[config.mk]
export PLATFORM = sky130hd
export DESIGN_NAME = ddr_rd_stream_flat
export DESIGN_NICKNAME = d
export VERILOG_FILES = /design/src/rtl/ddr_rd_stream_if.sv /design/src/rtl/ddr_rd_stream.sv /design/src/flat_wrapper.sv
export SDC_FILE = /design/constraint.sdc
export NUM_CORES = 2
export LEC_CHECK = 0
export ABC_CLOCK_PERIOD_IN_PS = 5900
export CAP_MARGIN = 0
export CORE_MARGIN = 2
export CORE_UTILIZATION = 47
export DETAILED_ROUTE_END_ITERATION = 10
export PLACE_DENSITY = 0.72
export SYNTH_ARGS = -nofsm -noshare
export SYNTH_HDL_FRONTEND = slang
export SYNTH_SLANG_ARGS = --single-unit
[constraint.sdc]
create_clock -name clk -period 5.9 [get_ports clk]
set_input_delay 1.18 -clock clk [delete_from_list [all_inputs] [get_ports clk]]
set_output_delay 1.18 -clock clk [all_outputs]
set_load 0.1 [all_outputs]
[src/rtl/ddr_rd_stream_if.sv]
`default_nettype none
// ============================================================================
// Module   : ddr_rd_stream_if
// Brief    : Memory read request/data channels plus the beat stream to loaders.
// Revision : 1.0
// ============================================================================
interface ddr_rd_stream_if #(
    parameter int DDR_W      = 64,
    parameter int MEM_ADDR_W = 32
);
    logic [MEM_ADDR_W-1:0] rd_addr;
    logic [7:0]            rd_len;
    logic                  rd_addr_valid;
    logic                  rd_addr_ready;
    logic [DDR_W-1:0]      rd_data;
    logic                  rd_data_valid;
    logic                  rd_data_ready;
    logic [DDR_W-1:0]      ddr_data;
    logic                  ddr_valid;
    logic                  ddr_ready;

    modport master (
        output rd_addr, rd_len, rd_addr_valid, rd_data_ready, ddr_data, ddr_valid,
        input  rd_addr_ready, rd_data, rd_data_valid, ddr_ready
    );

    modport slave (
        input  rd_addr, rd_len, rd_addr_valid, rd_data_ready, ddr_data, ddr_valid,
        output rd_addr_ready, rd_data, rd_data_valid, ddr_ready
    );
endinterface
`default_nettype wire

[src/rtl/ddr_rd_stream.sv]
`default_nettype none
// ============================================================================
// Module   : ddr_rd_stream
// Brief    : Credit-limited burst reader feeding a beat FIFO and output stream.
// Revision : 1.0
// ============================================================================
module ddr_rd_stream #(
    parameter int DDR_W      = 64,
    parameter int MEM_ADDR_W = 32,
    parameter int BURST_LEN  = 16,
    parameter int FIFO_DEPTH = 64,
    parameter int NUM_W      = 16
) (
    input  wire logic                  clk,
    input  wire logic                  rst,
    input  wire logic                  start,
    output logic                       done,
    input  wire logic [MEM_ADDR_W-1:0] conf_base_addr,
    input  wire logic [NUM_W-1:0]      conf_beat_num,
    ddr_rd_stream_if.master            bus
);
    localparam int c_beat_shift = $clog2(DDR_W / 8);
    localparam int c_ptr_w      = $clog2(FIFO_DEPTH);
    localparam int c_cnt_w      = c_ptr_w + 1;
    localparam int c_blen_w     = $clog2(BURST_LEN) + 1;
    localparam int c_sum_w      = c_cnt_w + 2;

    typedef enum logic [1:0] {
        ST_IDLE  = 2'd0,
        ST_ISSUE = 2'd1,
        ST_DRAIN = 2'd2
    } state_t;

    state_t                  state_q, state_d;
    logic                    done_q, done_d;
    logic [NUM_W-1:0]        req_left_q, req_left_d;
    logic [NUM_W-1:0]        pop_left_q, pop_left_d;
    logic [MEM_ADDR_W-1:0]   cur_addr_q, cur_addr_d;
    logic [c_cnt_w-1:0]      outst_q, outst_d;
    logic [c_cnt_w-1:0]      count_q, count_d;
    logic [c_ptr_w-1:0]      wr_ptr_q, wr_ptr_d;
    logic [c_ptr_w-1:0]      rd_ptr_q, rd_ptr_d;
    logic [DDR_W-1:0]        fifo_mem [FIFO_DEPTH];

    logic [c_blen_w-1:0]     w_blen;
    logic [MEM_ADDR_W-1:0]   w_addr_step;
    logic [c_sum_w-1:0]      w_credit_sum;
    logic                    w_req_valid;
    logic                    w_hs;
    logic                    w_push;
    logic                    w_pop;

    always_comb begin
        w_blen = req_left_q[c_blen_w-1:0];
        if (req_left_q >= NUM_W'(BURST_LEN)) begin
            w_blen = c_blen_w'(BURST_LEN);
        end
    end

    // A burst is only requested when the FIFO is guaranteed room for every beat in flight.
    assign w_credit_sum = {2'b00, count_q} + {2'b00, outst_q} + c_sum_w'(w_blen);
    assign w_req_valid  = (state_q == ST_ISSUE) && (req_left_q != '0)
                          && (w_credit_sum <= c_sum_w'(FIFO_DEPTH));
    assign w_hs         = w_req_valid && bus.rd_addr_ready;
    assign w_push       = bus.rd_data_valid && (state_q != ST_IDLE);
    assign w_pop        = (count_q != '0) && bus.ddr_ready;
    assign w_addr_step  = MEM_ADDR_W'(w_blen) << c_beat_shift;

    assign bus.rd_addr_valid = w_req_valid;
    assign bus.rd_addr       = (state_q == ST_ISSUE) ? cur_addr_q : '0;
    assign bus.rd_len        = ((state_q == ST_ISSUE) && (req_left_q != '0))
                               ? (8'(w_blen) - 8'd1) : 8'd0;
    assign bus.rd_data_ready = 1'b1;
    assign bus.ddr_valid     = (count_q != '0);
    assign bus.ddr_data      = fifo_mem[rd_ptr_q];
    assign done              = done_q;

    always_comb begin
        state_d    = state_q;
        done_d     = done_q;
        req_left_d = req_left_q;
        cur_addr_d = cur_addr_q;
        pop_left_d = pop_left_q;
        if (w_pop && (pop_left_q != '0)) begin
            pop_left_d = pop_left_q - 1'b1;
        end
        case (state_q)
            ST_IDLE: begin
                done_d = 1'b1;
                if (start) begin
                    done_d = 1'b0;
                    if (conf_beat_num != '0) begin
                        state_d    = ST_ISSUE;
                        req_left_d = conf_beat_num;
                        pop_left_d = conf_beat_num;
                        cur_addr_d = conf_base_addr;
                    end
                end
            end
            ST_ISSUE: begin
                done_d = 1'b0;
                if (w_hs) begin
                    cur_addr_d = cur_addr_q + w_addr_step;
                    req_left_d = req_left_q - NUM_W'(w_blen);
                    if (req_left_d == '0) begin
                        state_d = ST_DRAIN;
                    end
                end
            end
            ST_DRAIN: begin
                done_d = 1'b0;
                if (pop_left_d == '0) begin
                    state_d = ST_IDLE;
                    done_d  = 1'b1;
                end
            end
            default: begin
                state_d = ST_IDLE;
                done_d  = 1'b1;
            end
        endcase
    end

    always_comb begin
        outst_d  = outst_q;
        count_d  = count_q;
        wr_ptr_d = wr_ptr_q;
        rd_ptr_d = rd_ptr_q;
        if (w_hs) begin
            outst_d = outst_d + c_cnt_w'(w_blen);
        end
        if (w_push && ((outst_q != '0) || w_hs)) begin
            outst_d = outst_d - 1'b1;
        end
        if (w_push) begin
            wr_ptr_d = wr_ptr_q + 1'b1;
        end
        if (w_pop) begin
            rd_ptr_d = rd_ptr_q + 1'b1;
        end
        case ({w_push, w_pop})
            2'b10:   count_d = count_q + 1'b1;
            2'b01:   count_d = count_q - 1'b1;
            default: count_d = count_q;
        endcase
    end

    always_ff @(posedge clk) begin
        if (!rst) begin
            state_q    <= ST_IDLE;
            done_q     <= 1'b1;
            req_left_q <= '0;
            pop_left_q <= '0;
            cur_addr_q <= '0;
            outst_q    <= '0;
            count_q    <= '0;
            wr_ptr_q   <= '0;
            rd_ptr_q   <= '0;
        end else begin
            state_q    <= state_d;
            done_q     <= done_d;
            req_left_q <= req_left_d;
            pop_left_q <= pop_left_d;
            cur_addr_q <= cur_addr_d;
            outst_q    <= outst_d;
            count_q    <= count_d;
            wr_ptr_q   <= wr_ptr_d;
            rd_ptr_q   <= rd_ptr_d;
        end
    end

    // Storage needs no reset: the pointers alone define which entries are live.
    always_ff @(posedge clk) begin
        if (w_push) begin
            fifo_mem[wr_ptr_q] <= bus.rd_data;
        end
    end
endmodule
`default_nettype wire

[src/flat_wrapper.sv]
// flat-port wrapper written by rule: the top's interface ports become plain ports
module ddr_rd_stream_flat 
#(
    parameter int DDR_W      = 64,
    parameter int MEM_ADDR_W = 32,
    parameter int BURST_LEN  = 16,
    parameter int FIFO_DEPTH = 64,
    parameter int NUM_W      = 16
)
  (clk, rst, start, done, conf_base_addr, conf_beat_num, bus_rd_addr, bus_rd_len, bus_rd_addr_valid, bus_rd_data_ready, bus_ddr_data, bus_ddr_valid, bus_rd_addr_ready, bus_rd_data, bus_rd_data_valid, bus_ddr_ready);
  ddr_rd_stream_if #(.DDR_W(DDR_W), .MEM_ADDR_W(MEM_ADDR_W)) bus_i ();
  input  wire logic clk;
  input  wire logic rst;
  input  wire logic start;
  output logic done;
  input  wire logic [MEM_ADDR_W-1:0] conf_base_addr;
  input  wire logic [NUM_W-1:0] conf_beat_num;
  output wire logic [$bits(bus_i.rd_addr)-1:0] bus_rd_addr;
  output wire logic [$bits(bus_i.rd_len)-1:0] bus_rd_len;
  output wire logic [$bits(bus_i.rd_addr_valid)-1:0] bus_rd_addr_valid;
  output wire logic [$bits(bus_i.rd_data_ready)-1:0] bus_rd_data_ready;
  output wire logic [$bits(bus_i.ddr_data)-1:0] bus_ddr_data;
  output wire logic [$bits(bus_i.ddr_valid)-1:0] bus_ddr_valid;
  input wire logic [$bits(bus_i.rd_addr_ready)-1:0] bus_rd_addr_ready;
  input wire logic [$bits(bus_i.rd_data)-1:0] bus_rd_data;
  input wire logic [$bits(bus_i.rd_data_valid)-1:0] bus_rd_data_valid;
  input wire logic [$bits(bus_i.ddr_ready)-1:0] bus_ddr_ready;
  assign bus_rd_addr = bus_i.rd_addr;
  assign bus_rd_len = bus_i.rd_len;
  assign bus_rd_addr_valid = bus_i.rd_addr_valid;
  assign bus_rd_data_ready = bus_i.rd_data_ready;
  assign bus_ddr_data = bus_i.ddr_data;
  assign bus_ddr_valid = bus_i.ddr_valid;
  assign bus_i.rd_addr_ready = bus_rd_addr_ready;
  assign bus_i.rd_data = bus_rd_data;
  assign bus_i.rd_data_valid = bus_rd_data_valid;
  assign bus_i.ddr_ready = bus_ddr_ready;
  ddr_rd_stream #(.DDR_W(DDR_W), .MEM_ADDR_W(MEM_ADDR_W), .BURST_LEN(BURST_LEN), .FIFO_DEPTH(FIFO_DEPTH), .NUM_W(NUM_W)) u_core (.clk(clk), .rst(rst), .start(start), .done(done), .conf_base_addr(conf_base_addr), .conf_beat_num(conf_beat_num), .bus(bus_i));
endmodule
# Word level (Yosys, flattened, before mapping)
# Memory sizes are Yosys's and may differ from the RTL's. A register that Yosys moved wholly into a read port is not among the register bits.
# Cells that the tools add are included.
# op_classes
shift	0
n_div	0
n_mux	31
n_addsub	12
magnitude_cmp	2
n_mul	0
n_eq_ne	9
bitwise_logic	0
reduce_logical	21
# ops
operator	n
32-bit two-way mux	4
16-bit two-way mux	7
32-bit case mux with 2 select lines	1
16-bit nonzero test	3
32-bit by 8-bit adder with 32-bit output	1
16-bit logical NOT	2
16-bit case mux with 2 select lines	1
16-bit by 5-bit >= comparator with 1-bit output (second input constant)	1
16-bit by 1-bit subtractor with 16-bit output (second input constant)	1
16-bit by 5-bit subtractor with 16-bit output	1
7-bit two-way mux	2
7-bit case mux with 2 select lines	1
7-bit nonzero test	2
7-bit by 1-bit subtractor with 7-bit output (second input constant)	2
6-bit by 1-bit adder with 6-bit output (second input constant)	2
6-bit two-way mux	2
2-bit two-way mux	5
9-bit by 5-bit adder with 9-bit output	1
9-bit by 7-bit less-or-equal comparator with 1-bit output (second input constant)	1
7-bit by 7-bit adder with 8-bit output	1
8-bit two-way mux	1
7-bit by 1-bit adder with 7-bit output (second input constant)	1
7-bit by 5-bit adder with 7-bit output	1
1-bit logical AND	7
other kinds (14)	24
# totals
latchBits	0
output_inout_bits	108
input_bits	118
wordCells	85
mem_bits_rw	4096
reg_bits	93
rom_bits	0
n_memories	1
# mem_list
name	depth	width	rd	rd_clocked_by_memory_dff	write_ports	line_no	text
u_core.fifo_mem	64	64	1	1	1	ddr_rd_stream.sv:43	logic [DDR_W-1:0] fifo_mem [FIFO_DEPTH];

# Logic depth before layout (Yosys ltp)
# logic_depth
ltp_word	9
ltp_mapped	21

# Worst setup path after synthesis
# OpenSTA, ideal clock, no wires.
# synth_timing
path_kind	reg-to-output
start	register u_core.req_left_q[11]
end	output bus_rd_addr_valid
path_buffers	1
t_required_ns	4.720
slack_ns	0.356
arrival_time_ns	4.364
path_stages_with_launch	15
path_cell_list	dfxtp_1 > or3_4 > or3_4 > nor3_4 > clkbuf_1 > and2_1 > ha_1 > inv_1 > fa_1 > and2b_1 > o211ai_1 > or4_1 > nor3b_2 > a2bb2oi_2 > o211a_1
# synth_via
elab_chain_cells	5
word_cells_on_any_way	7
cone_classes	add/sub (1); order compare (2); mux (1); reduce/logical (3)
# synth_rtl
element	line_no	text
from (decl)	ddr_rd_stream.sv:36	logic [NUM_W-1:0] req_left_q, req_left_d;
from (signal assigned)	ddr_rd_stream.sv:162	req_left_q <= req_left_d;
16-bit by 5-bit >= comparator with 1-bit output	ddr_rd_stream.sv:55	if (req_left_q >= NUM_W'(BURST_LEN)) begin
5-bit two-way mux	ddr_rd_stream.sv:55	
9-bit by 5-bit adder with 9-bit output	ddr_rd_stream.sv:61	assign w_credit_sum = {2'b00, count_q} + {2'b00, outst_q} + c_sum_w'(w_blen);
9-bit by 7-bit less-or-equal comparator with 1-bit output	ddr_rd_stream.sv:63	&& (w_credit_sum <= c_sum_w'(FIFO_DEPTH));
1-bit logical AND (*)	ddr_rd_stream.sv:63	
to (decl)	flat_wrapper.sv:20	output wire logic [$bits(bus_i.rd_addr_valid)-1:0] bus_rd_addr_valid;
# Every way passes the cells marked *; elsewhere a longest branch is shown, timed or not.

# Worst setup path after layout
# Ends and elaborated chain as after synthesis.

==> summary.md <==
| Metric | Value |
|---|---|
| Max-cap viol count | 0 |
| CP Capture Type | output pin |
| CTS Buf Count | 404 |
| Switch share | 25.3% |
| Vias in the first global route | 78.9k |
| CP required | 4.72 ns |
| GRT Resource Usage Total | 24.5% |
| Share of total power in the clock network | 35.4% |
| Initial Util | 47.2% |
| Via count | 79.4k |
| Cell Pwr Density | just under 400 nW/um2 |
| FF-to-FF End | u_core.cur_addr_q[22]$_SDFFE_PN0P_ |
| Chip width | roughly 600 um |
| Distinct cells, synth | 76 |
| Logic pwr share | a little under a fifth |
| Worst-skew pair later-pin latency | 0.96 ns |
| Worst hold path startpoint | u_core.cur_addr_q[31]$_SDFFE_PN0P_ |
| Detail Placement HPWL | 210000 um |
| R2r worst-path depth | 17 |
| Post-DRT Antenna Nets | 0 |
| Dpl cell area | 172000 um2 |
| Area leader, netlist | edfxtp_1 |
| # setup viols final | 0 |
| Most common cell after layout, fill and taps aside | edfxtp_1 |
| Sequential Power Share | 45.5% |
| Core Footprint | between 300000 and 400000 um2 |
| Worst slew pin tran | around 1.3 ns |
| Clock skew after layout | 0.0639 ns |
| WL final | around 430000 um |
| Hold_ws | 0.496 ns |
| I/O pins | 226 |
| Setup_tns | 0 ns |
| Final net count | around 7.4k |
| Setup WS pre-CTS | about 0.66 ns |
| Peak VDD IR | 0.000383 V |
| Initial antenna violation count | 32 |
| CTS max path bufs | 4 |
| Core Util, Final | 54.0% |
| Layout cell share with drive strength beyond 1 | 31.3% |
| Die area | 349000 um2 |
| Sw power | 18.3 mW |
| Hold-critical path depth | 2 |
| Residual DRC count | 0 |
| Hold bufs inserted after CTS | 0 |
| Sequential-to-total area share from yosys stat | 77.2% |
| EDFF count, synth | 4096 |
| GPL Wtd Cong | 0.816 |
| Setup ws final | 0.0232 ns |
| Highest-count cells in the layout ignoring fill and taps | edfxtp_1 (4096), mux4_2 (1344), clkbuf_16 (412) |
| Grt total ovfl | 0 |
| Syn-to-layout area delta | 14.4% |
| Crit Path Category | flop to output pin |
| Multi-input combinational cell area | 35700 um2 |
| First-pass GRT wire length | between 600000 and 700000 um |
| Critical Path Start Type | flop |
| Routed len/inst | ~35 um |
| Slew Viols, Final | 0 |
| Number of clock sinks | 4195 |
| Clk slew on worst S/H paths | 0.06 ns |
| Reg-to-reg critical path startpoint | u_core.req_left_q[11]$_SDFFE_PN0P_ |
| Area contributors post-synth | edfxtp_1 (76%), mux4_2 (19%), dfxtp_1 (1.2%) |
| Yosys reg bits | between 4k and 5k |
| Int Power | 54.2 mW |
| Status | finished, final reports clean |
| H-tree Lvls | 5 |
| I/O Buffers | 221 |
| Hold Crit Class | flop to flop |
| Slew headroom | 13.3% |
| Fraction of registers with async set or reset after synthesis | 0% |
| Largest net degree at the start of global routing | 142 |
| Worst R2R Setup Slack | around 0.74 ns |
| Post-Layout Inst Area | 185000 um2 |
| Die Y | roughly 590 um |
| WHS Endpoint | u_core.cur_addr_q[31]$_SDFFE_PN0P_ |
| Warnings, synthesis | 0 |
| Syn_area_per_cell | 24.0 um2 |
| Leak Pwr | 55.6 nW |
| Cell area after synthesis | approximately 160000 um2 |
| Fill cell count | 24.8k |
| CTS root buffer | clkbuf_16 |
| Final period util | 99.6% |
| Num rows | 215 |
| Synth top area share | 76.0% |
| Initial DRC Count | 12.3k |
| Fmax | 170 MHz |
| Cells after Synth | 6754 |
| DRT Pass-1 Iters | 5 |
| Dominant synthesized flop cell | edfxtp_1 |
| Vias/cell | 6.53 |
| Worst endpoint data arrival time | 4.70 ns |
| Final min period | 5.88 ns |
| Unrepaired setup endpoints after global routing | yes |
| Register area | about 130000 um2 |
| CP max FO | 6 |
| CTS tree | yes |
| Final hold viol count | 0 |
## worst max-delay path by stage
stage                              endpoint  depth (start not counted)  slack [ns]                               start
6_report                  bus_rd_addr_valid                         14        0.02  u_core.req_left_q[11]$_SDFFE_PN0P_
3_5_place_dp   u_core.outst_q[4]$_SDFF_PN0_                         18        0.66  u_core.req_left_q[11]$_SDFFE_PN0P_
2_1_floorplan             bus_rd_addr_valid                         14        0.36  u_core.req_left_q[11]$_SDFFE_PN0P_
5_1_grt                   bus_rd_addr_valid                         14       -0.11  u_core.req_left_q[11]$_SDFFE_PN0P_
3_3_place_gp              bus_rd_addr_valid                         14        0.73  u_core.req_left_q[11]$_SDFFE_PN0P_
4_1_cts                   bus_rd_addr_valid                         14        0.01  u_core.req_left_q[11]$_SDFFE_PN0P_
## registers in the layout, indices dropped and copies added, names as in the netlist, named ones only
signal	cells
u_core.fifo_mem	4096
u_core.cur_addr_q	32
u_core.count_q	7
u_core.done	1
u_core.state_q	2
u_core.wr_ptr_q	6
u_core.req_left_q	16
u_core.pop_left_q	16
u_core.rd_ptr_q	6
u_core.outst_q	7
## synth_stat cells, types with 6 or more instances
library cell and number:
buf_2 40, a211oi_1 22, a31oi_1 8, o21a_1 7, nor3_1 23, clkbuf_1 271, edfxtp_1 4096, o32ai_1 12
mux4_2 1344, inv_1 28, and2_1 7, nand4_1 11, mux2i_1 10, buf_4 7, a21oi_1 81, nor2_1 179
o31ai_1 16, or3_1 13, xnor2_1 14, xor2_1 27, o211ai_1 7, buf_1 43, nor2b_1 11, o21ai_0 45
dfxtp_1 99, nor4_1 10, o2111ai_1 6, or2_2 7, and3_1 36, ha_1 34, nand3_1 26, nand2_1 107
nand2b_1 12, a21o_1 12
## critical path, cell delays in order (launching register included)
cell and delay (ns):
dfxtp_2 0.35, or3_4 0.41, or3_4 0.36, nor3_4 0.17
and2_4 0.18, ha_2 0.18, inv_1 0.06, fa_2 0.40
and2b_1 0.24, o211ai_1 0.18, or4_1 0.45, nor3b_2 0.19
a2bb2oi_2 0.17, o211a_1 0.23, buf_12 0.19
## power by group through the flow
stage          sequential (mW)  clock (mW)  combinational [mW]
6_report                  33.0        25.7                13.8
5_1_grt                   33.0        27.1                14.6
4_1_cts                   33.0        26.0                13.9
3_5_place_dp              33.6           0                13.8
3_3_place_gp              33.6           0                13.6
2_1_floorplan             33.5           0                10.3
## logic make-up after synthesis
logic type / share of synthesized area, %
mux: 18.8
other cells: 0.00464
flops: 77.2
fa+ha+maj: 0.325
xor+xnor: 0.222
compound gates: 1.09
buf+inv: 0.982
simple gates: 1.36
## metrics by stage
step | cells | power, mW
2_1_floorplan | 6757 | 43.8
3_3_place_gp | 11400 | 47.2
3_5_place_dp | 11400 | 47.4
4_1_cts | 12100 | 72.9
5_1_grt | 12200 | 74.7
6_report | 12200 | 72.5
## area by class of cell
cell class	instances	share of cell area [%]
Antenna cell	12	0.0162
Clock buffer	505	5.76
Clock inverter	231	1.31
Inverter	30	0.0608
Multi-Input combinational cell	2167	19.3
Sequential cell	4195	67.5
Tap cell	4557	3.08
Timing Repair Buffer	468	2.91
## layer usage
metal / up-vias / wire (um) / GRT usage, %
met5: - / 110 / 0
met4: 16 / 15400 / 8.11
met2: 5530 / 209000 / 39.4
li1: 30200 / - / -
met3: 863 / 48000 / 4.97
met1: 42800 / 159000 / 33.8
## what timing repair did
action | 4_1_cts | 5_1_grt
setup buffers | 3 | 9
resized for setup | 6 | 4
endpoints found under the setup margin | 4 | 6
pin swaps | 0 | 1
Note: power is estimated with default switching activity, not from simulation.
